$ cat src/rtl/cnn16_mem_arbiter.sv
// cnn16_mem_arbiter
// Shares the single CNN16 RAM port between the processor core and the host
// loader. One access is sequenced at a time: arbitrate in IDLE, strobe the
// RAM in ISSUE, wait out the read latency in WAIT, pulse *_ready in DONE.
//
// Parameters: ADDR_W address width, DATA_W data width, RD_LAT read latency (1..3).
// Ports:
//   clk, rst                      clock, asynchronous active-high reset
//   core_req/we/addr/wdata        core request (held until core_ready)
//   core_rdata, core_ready        core read data and completion pulse
//   ld_req/we/addr/wdata          loader request (held until ld_ready)
//   ld_rdata, ld_ready            loader read data and completion pulse
//   mem_en/we/addr/wdata          registered RAM command
//   mem_rdata                     RAM read data
//   owner                         00 none, 01 core, 10 loader
//
// Build option: define CNN16_ARB_RR_EN for round-robin conflict resolution;
// otherwise the loader has fixed priority on a conflict.

module cnn16_mem_arbiter #(
  parameter int unsigned ADDR_W = 12,
  parameter int unsigned DATA_W = 16,
  parameter int unsigned RD_LAT = 1
) (
  input  logic              clk,
  input  logic              rst,
  input  logic              core_req,
  input  logic              core_we,
  input  logic [ADDR_W-1:0] core_addr,
  input  logic [DATA_W-1:0] core_wdata,
  output logic [DATA_W-1:0] core_rdata,
  output logic              core_ready,
  input  logic              ld_req,
  input  logic              ld_we,
  input  logic [ADDR_W-1:0] ld_addr,
  input  logic [DATA_W-1:0] ld_wdata,
  output logic [DATA_W-1:0] ld_rdata,
  output logic              ld_ready,
  output logic              mem_en,
  output logic              mem_we,
  output logic [ADDR_W-1:0] mem_addr,
  output logic [DATA_W-1:0] mem_wdata,
  input  logic [DATA_W-1:0] mem_rdata,
  output logic [1:0]        owner
);

  typedef enum logic [1:0] {IDLE, ISSUE, WAIT, DONE} state_t;

  localparam logic [1:0] OWN_NONE = 2'b00;
  localparam logic [1:0] OWN_CORE = 2'b01;
  localparam logic [1:0] OWN_LD   = 2'b10;

  state_t     state;
  logic [1:0] lat_cnt;
  logic       last_ld;     // last_owner: 0 = core, 1 = loader
  logic       grant_ld_c;

  // Loader wins when it is the only requester or when the conflict rule picks it
  always_comb begin
    grant_ld_c = 1'b0;
`ifdef CNN16_ARB_RR_EN
    grant_ld_c = ld_req && (!core_req || !last_ld);
`else
    grant_ld_c = ld_req;
`endif
  end

  // Transaction sequencer with registered RAM command and completion pulses
  always_ff @(posedge clk or posedge rst) begin
    if (rst) begin
      state      <= IDLE;
      lat_cnt    <= 2'd0;
      last_ld    <= 1'b0;
      owner      <= OWN_NONE;
      mem_en     <= 1'b0;
      mem_we     <= 1'b0;
      mem_addr   <= '0;
      mem_wdata  <= '0;
      core_rdata <= '0;
      ld_rdata   <= '0;
      core_ready <= 1'b0;
      ld_ready   <= 1'b0;
    end else begin
      mem_en     <= 1'b0;
      core_ready <= 1'b0;
      ld_ready   <= 1'b0;
      case (state)
        IDLE: begin
          owner <= OWN_NONE;
          if (core_req || ld_req) begin
            owner     <= grant_ld_c ? OWN_LD : OWN_CORE;
            mem_we    <= grant_ld_c ? ld_we : core_we;
            mem_addr  <= grant_ld_c ? ld_addr : core_addr;
            mem_wdata <= grant_ld_c ? ld_wdata : core_wdata;
            mem_en    <= 1'b1;
            state     <= ISSUE;
          end
        end
        ISSUE: begin
          if (mem_we) begin
            core_ready <= (owner == OWN_CORE);
            ld_ready   <= (owner == OWN_LD);
            state      <= DONE;
          end else begin
            lat_cnt <= 2'(RD_LAT - 1);
            state   <= WAIT;
          end
        end
        WAIT: begin
          if (lat_cnt == 2'd0) begin
            if (owner == OWN_LD) ld_rdata <= mem_rdata;
            else                 core_rdata <= mem_rdata;
            core_ready <= (owner == OWN_CORE);
            ld_ready   <= (owner == OWN_LD);
            state      <= DONE;
          end else begin
            lat_cnt <= lat_cnt - 2'd1;
          end
        end
        DONE: begin
          last_ld <= (owner == OWN_LD);
          owner   <= OWN_NONE;
          state   <= IDLE;
        end
        default: state <= IDLE;
      endcase
    end
  end

endmodule
$ cat config.mk
export PLATFORM = sky130hd
export DESIGN_NAME = cnn16_mem_arbiter
export DESIGN_NICKNAME = d
export VERILOG_FILES = /design/src/rtl/cnn16_mem_arbiter.sv
export SDC_FILE = /design/constraint.sdc
export NUM_CORES = 1
export LEC_CHECK = 0
export ABC_CLOCK_PERIOD_IN_PS = 2050
export CORE_ASPECT_RATIO = 1.4
export CORE_MARGIN = 3
export CORE_UTILIZATION = 38
export CTS_BUF_LIST = sky130_fd_sc_hd__clkbuf_2
export CTS_CLUSTER_DIAMETER = 50
export DETAILED_ROUTE_END_ITERATION = 12
export PLACE_DENSITY = 0.78
export SLEW_MARGIN = 20
export SYNTH_ARGS = -nofsm -noshare
export SYNTH_HDL_FRONTEND = slang
export SYNTH_SLANG_ARGS = --single-unit
$ cat constraint.sdc
create_clock -name clk -period 2.05 [get_ports clk]
set_input_delay 0.41 -clock clk [delete_from_list [all_inputs] [get_ports clk]]
set_output_delay 0.41 -clock clk [all_outputs]
set_load 0.005 [all_outputs]
# Word level (Yosys, flattened, before mapping)
# Index checks and enable logic that the tools add are counted.
[op_classes] n_addsub=1 n_eq_ne=9 mux=21 n_bitwise=1 n_reduce_logical=10
[op_table] operator="16-bit 2-to-1 mux" n=1
[op_table] operator="12-bit 2-to-1 mux" n=1
[op_table] operator="2-bit 2-to-1 mux" n=6
[op_table] operator="3-bit AND reduction" n=3
[op_table] operator="1-bit 2-to-1 mux" n=8
[op_table] operator="2-bit inequality test (second input constant)" n=4
[op_table] operator="2-bit one-hot mux with 2 select lines" n=2
[op_table] operator="2-bit one-hot mux with 4 select lines" n=1
[op_table] operator="2-bit equality test (second input constant)" n=3
[op_table] operator="2-bit by 1-bit equality test with 1-bit output (second input constant)" n=2
[op_table] operator="2-bit zero test" n=2
[op_table] operator="1-bit one-hot mux with 2 select lines" n=2
[op_table] operator="2-bit AND reduction" n=2
[op_table] operator="2-bit nonzero test" n=2
[op_table] operator="2-bit by 1-bit subtractor with 2-bit output (second input constant)" n=1
[op_table] operator="1-bit logical OR" n=1
[op_table] operator="1-bit inverter" n=1
[totals] register_bits=70 in_bits=78 out_inout_bits=66 elab_cells=53

# Logic depth before layout (Yosys ltp)
# Gate-level depths: netlist of the first run.
[depth] word_depth=3 mapped_depth=7 depth_no_buf=5

# Worst setup path after synthesis of the first run
# Ideal clock, no wire load.
[synth_timing] kind="register to register" start="reg state[0]" end="reg core_rdata[0]" setup_ns=0.127 t_arrival_ns=1.526 t_required_ns=1.923 setup_slack_ns=0.397 stages_incl_launch_ff=8 path_buffers=2 synth_period_minus_slack_ns=1.653 path_cell_list="dfrtp_1 inv_1 ha_1 buf_4 nand2_1 nor2_4 buf_6 mux2_1"
[synth_via] elab_chain_cells=2
[synth_lines] element="start: declaration" line_no="53" text="state_t state;"
[synth_lines] element="start signal: assignment" line_no="71" text="state <= IDLE;"
[synth_lines] element="start signal: assignment" line_no="96" text="state <= ISSUE;"
[synth_lines] element="start signal: assignment" line_no="103" text="state <= DONE;"
[synth_lines] element="2-bit equality test" line_no="87" text="case (state)"
[synth_lines] element="3-bit AND reduction (no source line)"
[synth_lines] element="end signal: assignment" line_no="112" text="else core_rdata <= mem_rdata;"
[synth_lines] element="end: declaration" line_no="31" text="output logic [DATA_W-1:0] core_rdata,"
# Every way passes these cells.
# A chain may end at the register's enable or synchronous reset.

# Worst setup path in the final report of the first run
[layout_timing] start="reg owner[0]" end="out owner[0]"
[layout_rtl] element="start: declaration" line_no="44" text="output logic [1:0] owner"
[layout_rtl] element="start signal: assignment" line_no="91" text="owner <= grant_ld_c ? OWN_LD : OWN_CORE;"
# No word-level cell between the ends.

==> results of run 1 <==
power groups by stage:
| stage | sequential (W) | clock, W | combinational [W] |
|---|---|---|---|
| detailed placement | 0.00245 | 0 | 0.00307 |
| global placement | 0.00243 | 0 | 0.00299 |
| finish | 0.00241 | 0.000875 | 0.00302 |
| CTS | 0.00241 | 0.000904 | 0.00308 |
| floorplan | 0.00247 | 0 | 0.00131 |
| global route | 0.00250 | 0.000965 | 0.00331 |
kinds of logic (layout without fill, tap and decap cells):
group / Yosys count / in the layout
simple gates: 44 / 44
flops: 70 / 70
buf+inv: 20 / 173
compound gates: 40 / 40
fa+ha+maj: 6 / 6
mux: 64 / 64
registers in the layout, summed over array words and instances (netlist names), 2 cells and up:
register	cells
core_rdata	16
mem_addr	12
lat_cnt	2
ld_rdata	16
mem_wdata	16
owner	2
state	2
per-layer routing:
| metal | GRT usage [%] | wire, um | up-vias |
|---|---|---|---|
| li1 | - | - | 1141 |
| met1 | 18.2 | 2690 | 1099 |
| met2 | 24.3 | 3350 | 108 |
| met3 | 5.89 | 804 | 13 |
| met4 | 7.87 | 148 | 0 |
| met5 | 0 | 0 | - |
stage by stage:
step	total power (W)	utilization, %
after floorplan	0.00377	-
after global placement	0.00541	59.2
after detailed placement	0.00552	59.2
after CTS	0.00640	60.9
after global routing	0.00677	61.0
final	0.00631	61.0
Yosys cell counts, drive strengths merged, types with 2 or more instances:
cell type and count:
dfrtp 70, nor2 6, o21ai 31, clkbuf 2, a211oi 2, a22o 2, buf 11, nor2b 2
inv 7, mux2 34, ha 6, nand2 31, mux2i 30
layout make-up:
cell class,count,area [um^2]
clock inverters,7,88.8
clock buffers,9,45.0
inverters,7,30.0
flip-flops and latches,70,1750
well taps,100,125
fillers,673,3060
multi-input cells,154,1250
repair buffers,150,1490
worst paths after layout:
path	start	cells after the start	endpoint	slack [ns]
max in group asynchronous	rst	3	ld_rdata[10]	1.31
min in group asynchronous	rst	3	core_rdata[3]	0.33
min reg2reg	mem_wdata[15]	2	mem_wdata[15]	0.50
min	ld_req	2	owner[1]	0.26
max reg2reg	lat_cnt[0]	6	core_rdata[11]	0.31
max	owner[0]	1	owner[0]	0.10
==> summary.md, run 1 <==
| Metric | Value |
|---|---|
| CTS clk-pin slew, worst paths | 0.17 ns |
| Fin Clk Skew | 0.0237 ns |
| Logic pwr share | between 40% and 50% |
| Worst-path fanout max | 4 |
| Die area | 9300 um^2 |
| Area grow syn2layout | 54.2% |
| Peak supply drop | roughly 840 uV |
| Register area share after synthesis | 56.5% |
| Worst Hold Class | primary input to flip-flop |
| Clock tree buffer depth | 2 |
| Vias in the first global route | 2,360 |
| # clock sinks | 70 |
| Seq cells post-synth | 70 |
| Synthesized area | between 3000 and 4000 um^2 |
| WL final | 7000 um |
| RSZ-0062 raised after global routing | no |
| Grt ovf | 0 |
| Vias | 2,361 |
| CP arrival | 1.54 ns |
| Die height | roughly 110 um |
| Remaining DRCs | 0 |
| Max Cap Viol | 0 |
| Crit path required time | 1.64 ns |
| Sequential share of power | 38.2% |
| Row cnt | 38 |
| Root Driver | clkbuf_2 |
| Delay-heaviest family, CP | buffers and inverters |
| Detail Route Antenna Nets | 0 |
| Clock network power share | 13.9% |
| Pwr dens | ~1300 nW/um^2 |
| Post-CTS repair timing setup buffer count | 0 |
| Worst Setup Start Kind | flip-flop |
| Synth Area in Compound Gates | 7.46% |
| Dpl hpwl | 5500 um |
| Post-Synth XOR/XNOR Area | 0% |
| Fin Hold WS | roughly 0.26 ns |
| Share of cells above drive strength 1 | 13.4% |
| Crit-path slowest cell | clkdlybuf4s50_1 |
| Status | finished clean |
| Yosys warning total | 0 |
| Vias per inst | ~4.8 |
| F_max | 513 MHz |
| I/O Pins | ~140 |
| Yosys top cell by area | dfrtp_1 |
| Power Internal | 0.00438 W |
| Slew HR | 67.3% |
| CTS tree | built |
| Mux cell area share after synthesis | a little under a quarter |
| Final number of hold-violating endpoints | 0 |
| Leakage | around 2.1 nW |
| EDFF count, synth | 0 |
| Critical Path, Cell by Cell | clkdlybuf4s50_1 |
| I/O Buffers | 143 |
| CTS buffer count | 9 |
| Post-synth top flop | dfrtp_1 |
| Worst skew pair latency | 0.51 ns |
| Post-synthesis simple-gate area fraction | 6.90% |
| TNS Setup | 0 ns |
| Crit end category | output pin |
| H-tree Lvls | 3 |
| Final cell count without fillers | ~500 |
| Setup ws final | around 0.10 ns |
| Finished Cell Area | 4780 um^2 |
| Max-slew violations | 0 |
| Core Area | 7850 um^2 |
| Net switching fraction of the power | 30.6% |
| DP Worst Slack | roughly 0.36 ns |
| Nets | 476 |
| Most frequent cells in the layout | clkdlybuf4s50_1 (142), dfrtp_1 (69), nand2_1 (31) |
| GPL Wtd Cong | 0.723 |
| Main combinational cell family by area after synthesis | multiplexers |
| Largest net degree at the start of global routing | 60 |
| Distinct cells, synth | 30 |
| Post-Syn Nets | roughly 330 |
| Routed len/inst | 14.1 um |
| Bufs and invs on worst path | 1 |
| Total placed instance area | 4650 um^2 |
| Area contributors post-synth | dfrtp_1 (56%), mux2i_1 (9.7%), mux2_2 (5.1%) |
| PostCTS Resize Cnt | 0 |
| Critical path class | flip-flop to output pin |
| Switching power | 0.00193 W |
| Die width | 82.4 um |
| Initial antenna violation count | 0 |
| Final setup viols | 0 |
| Syn_area_per_cell | 12.7 um^2 |
| Final period util | approximately 95% |
| First-pass GRT wire length | 11,000 um |
| Starting density of the core | roughly 40% |
| Yosys top cell area share | between 50% and 60% |
| Most common cell after layout, fill and taps aside | clkdlybuf4s50_1 |
| Synth async-reset ratio | 100% |
| Min Tclk post-route | ~1.9 ns |
| Placed Cells | 481 |
| Crit path largest cell delay | 0.56 ns |
| Fraction of the mapped netlist area in adder cells | approximately 2.4% |
| Least-Margin Pin Slew | 0.491 ns |
| Synth Instances | 244 |
| # hold bufs at CTS | 0 |
| GR Util All Layers | 15.5% |
| Antenna Cells | 0 |
| DRT Pass-1 Iters | 4 |
| Initial DRC Count | 44 |
Note: power is estimated with default switching activity, not from simulation.
==> run 2, diff against run 1 <==
--- a/config.mk
+++ b/config.mk
@@ -12,7 +12,7 @@
 export CTS_BUF_LIST = sky130_fd_sc_hd__clkbuf_2
 export CTS_CLUSTER_DIAMETER = 50
 export DETAILED_ROUTE_END_ITERATION = 12
-export PLACE_DENSITY = 0.78
+export PLACE_DENSITY_LB_ADDON = 0.3
 export SLEW_MARGIN = 20
 export SYNTH_ARGS = -nofsm -noshare
 export SYNTH_HDL_FRONTEND = slang
==> run 2 against run 1 <==
  * Critical path depth did not move
  * Worst hold slack got worse by 0.070 ns
  * Clock power fell by 1%
  * Die area did not move
  * Wire length rose by 1.9%
  * Global-route usage rose by 0.53 points
  * First-iteration DRC count rose by 66%
  * Combinational power barely moved
  * Count of clock-buffer cells in the layout did not move
  * Clock skew fell by 0.010 ns
  * Critical endpoint unchanged
==> summary.md, run 2 (synthesis gave the netlist of run 1 again) <==
| Metric | Value |
|---|---|
| DRT Pass-1 Iters | 4 (unchanged) |
| Max Cap Viol | 0 (unchanged) |
| Initial antenna violation count | 0 (unchanged) |
| Max-slew violations | 0 (unchanged) |
| Net switching fraction of the power | 30.5% (was 30.6%) |
| M1 WL | 2760 um (was 2690 um) |
| Area grow syn2layout | 54.3% (was 54.2%) |
| Slew HR | 67.5% (was 67.3%) |
| CTS tree | built (unchanged) |
| Vias per inst | 4.75 (about the same) |
| WL final | 7130 um (was 7000 um) |
| Crit-path slowest cell | clkdlybuf4s50_1 (unchanged) |
| Initial DRC Count | 73 (was 44) |
| Min Tclk post-route | 1.92 ns (was 1.95 ns) |
| Starting density of the core | 39.5% (unchanged) |
| I/O Buffers | 143 (unchanged) |
| PostCTS Resize Cnt | 0 (unchanged) |
| Vias | 2,354 (was 2,361) |
| Critical Path, Cell by Cell | clkdlybuf4s50_1 (unchanged) |
| Nets | 475 (was 476) |
| Final setup viols | 0 (unchanged) |
| F_max | 522 MHz (was 513 MHz) |
| Bufs and invs on worst path | 1 (unchanged) |
| Crit path required time | 1.64 ns (about the same) |
| Leakage | 2.14 nW (about the same) |
| Remaining DRCs | 0 (unchanged) |
| # clock sinks | 70 (unchanged) |
| Share of cells above drive strength 1 | 12.9% (was 13.4%) |
| I/O Pins | 144 (unchanged) |
| Die height | 113 um (unchanged) |
| Most frequent cells in the layout | clkdlybuf4s50_1 (142), dfrtp_1 (69), nand2_1 (31) (unchanged) |
| Worst-path fanout max | 4 (unchanged) |
| Post-CTS repair timing setup buffer count | 0 (unchanged) |
| Fin Clk Skew | 0.0133 ns (was 0.0237 ns) |
| Core Area | 7850 um^2 (unchanged) |
| H-tree Lvls | 3 (unchanged) |
| Crit end category | output pin (unchanged) |
| FILL cells | 687 (was 673) |
| Met3 routed wirelength | 908 um (was 804 um) |
| Row cnt | 38 (unchanged) |
| GR Util All Layers | 16.0% (was 15.5%) |
| Largest net degree at the start of global routing | 63 (was 60) |
| Routed len/inst | 14.4 um (was 14.1 um) |
| Worst Hold Class | primary input to asynchronous set/reset pin (was primary input to flip-flop) |
| Logic pwr share | 48.0% (was 47.9%) |
| CP arrival | 1.51 ns (was 1.54 ns) |
| Critical path class | flip-flop to output pin (unchanged) |
| Worst Setup Start Kind | flip-flop (unchanged) |
| GPL Wtd Cong | 0.731 (was 0.723) |
| Least-Margin Pin Slew | 0.487 ns (was 0.491 ns) |
| Most common cell after layout, fill and taps aside | clkdlybuf4s50_1 (unchanged) |
| TNS Setup | 0 ns (unchanged) |
| Crit path largest cell delay | 0.55 ns (was 0.56 ns) |
| Wire length on met2 | 3430 um (was 3350 um) |
| Switching power | 0.00193 W (about the same) |
| First-pass GRT wire length | 11,500 um (was 11,000 um) |
| Final core occ | 61.0% (about the same) |
| Power Internal | 0.00439 W (was 0.00438 W) |
| Final Power | 0.00632 W (was 0.00631 W) |
| Die area | 9300 um^2 (unchanged) |
| Die width | 82.4 um (unchanged) |
| Antenna Cells | 0 (unchanged) |
| CTS buffer count | 9 (unchanged) |
| Clock network power share | 13.7% (was 13.9%) |
| Worst skew pair latency | 0.48 ns (was 0.51 ns) |
| Vias in the first global route | 2,444 (was 2,360) |
| # hold bufs at CTS | 0 (unchanged) |
| Root Driver | clkbuf_2 (unchanged) |
| Dpl hpwl | 5580 um (was 5500 um) |
| Sequential share of power | 38.4% (was 38.2%) |
| Delay-heaviest family, CP | buffers and inverters (unchanged) |
| DR top layer | met4 (unchanged) |
| Top flop regs | core_rdata: 16 flops, ld_rdata: 16 flops, mem_wdata: 16 flops (unchanged) |
| RSZ-0062 raised after global routing | no (unchanged) |
| Final number of hold-violating endpoints | 0 (unchanged) |
| Pwr dens | 1320 nW/um^2 (about the same) |
| Clock tree buffer depth | 2 (unchanged) |
| Status | finished clean (unchanged) |
| Grt ovf | 0 (unchanged) |
| Final period util | 93.4% (was 95.1%) |
| Detail Route Antenna Nets | 0 (unchanged) |
| CTS clk-pin slew, worst paths | 0.19 ns (was 0.17 ns) |
| Peak supply drop | 530 uV (was 835 uV) |
==> run 2: area by class of cell <==
type / count / area [um^2] / share of cell area, %
Tap cell: 100 / 125 / 2.61
Sequential cell: 70 / 1750 / 36.6
Clock buffer: 9 / 45.0 / 0.941
Timing Repair Buffer: 149 / 1500 / 31.3
Inverter: 7 / 30.0 / 0.627
Multi-Input combinational cell: 154 / 1250 / 26.1
Clock inverter: 7 / 88.8 / 1.86
==> run 2: metal layers <==
layer	GRT usage [%]	up-vias
li1	-	1139
met1	18.8	1094
met2	25.7	119
met3	7.64	2
met4	4.66	0
met5	0	-
==> run 2: power groups by stage <==
| stage | Combinational [W] | Clock (W) | Sequential (W) |
|---|---|---|---|
| floorplan | 0.00131 | 0 | 0.00247 |
| global placement | 0.00300 | 0 | 0.00243 |
| detailed placement | 0.00308 | 0 | 0.00246 |
| CTS | 0.00309 | 0.000896 | 0.00243 |
| global route | 0.00336 | 0.000963 | 0.00252 |
| finish | 0.00303 | 0.000864 | 0.00242 |
==> run 2: final timing paths <==
kind                               from             end  slack, ns  depth (start not counted)
setup / recovery               owner[0]        owner[0]       0.13                          1
hold / removal                      rst     ld_rdata[6]       0.18                          2
setup reg to reg             lat_cnt[0]  core_rdata[13]       0.31                          6
hold reg to reg            mem_wdata[4]    mem_wdata[4]       0.50                          2
max in group asynchronous           rst          mem_en       1.28                          3
min in group clk                 ld_req        owner[1]       0.24                          2
==> run 2: stage by stage <==
step	cells	hold slack (ns)	instance area (um^2)	worst slack, ns
CTS	496	0.141	4790	0.0449
global route	496	0.128	4790	0.00140
finish	496	0.185	4790	0.134
detailed placement	480	0.475	4650	0.322
global placement	480	0.461	4650	0.376
floorplan	244	0.471	3110	0.397
==> run 3, diff against run 2 <==
--- a/config.mk
+++ b/config.mk
@@ -10,7 +10,7 @@
 export CORE_MARGIN = 3
 export CORE_UTILIZATION = 38
 export CTS_BUF_LIST = sky130_fd_sc_hd__clkbuf_2
-export CTS_CLUSTER_DIAMETER = 50
+export CTS_CLUSTER_DIAMETER = 40
 export DETAILED_ROUTE_END_ITERATION = 12
 export PLACE_DENSITY_LB_ADDON = 0.3
 export SLEW_MARGIN = 20
==> results of run 3 <==
The final DEF is identical to that of run 2; final timing and power are the same.
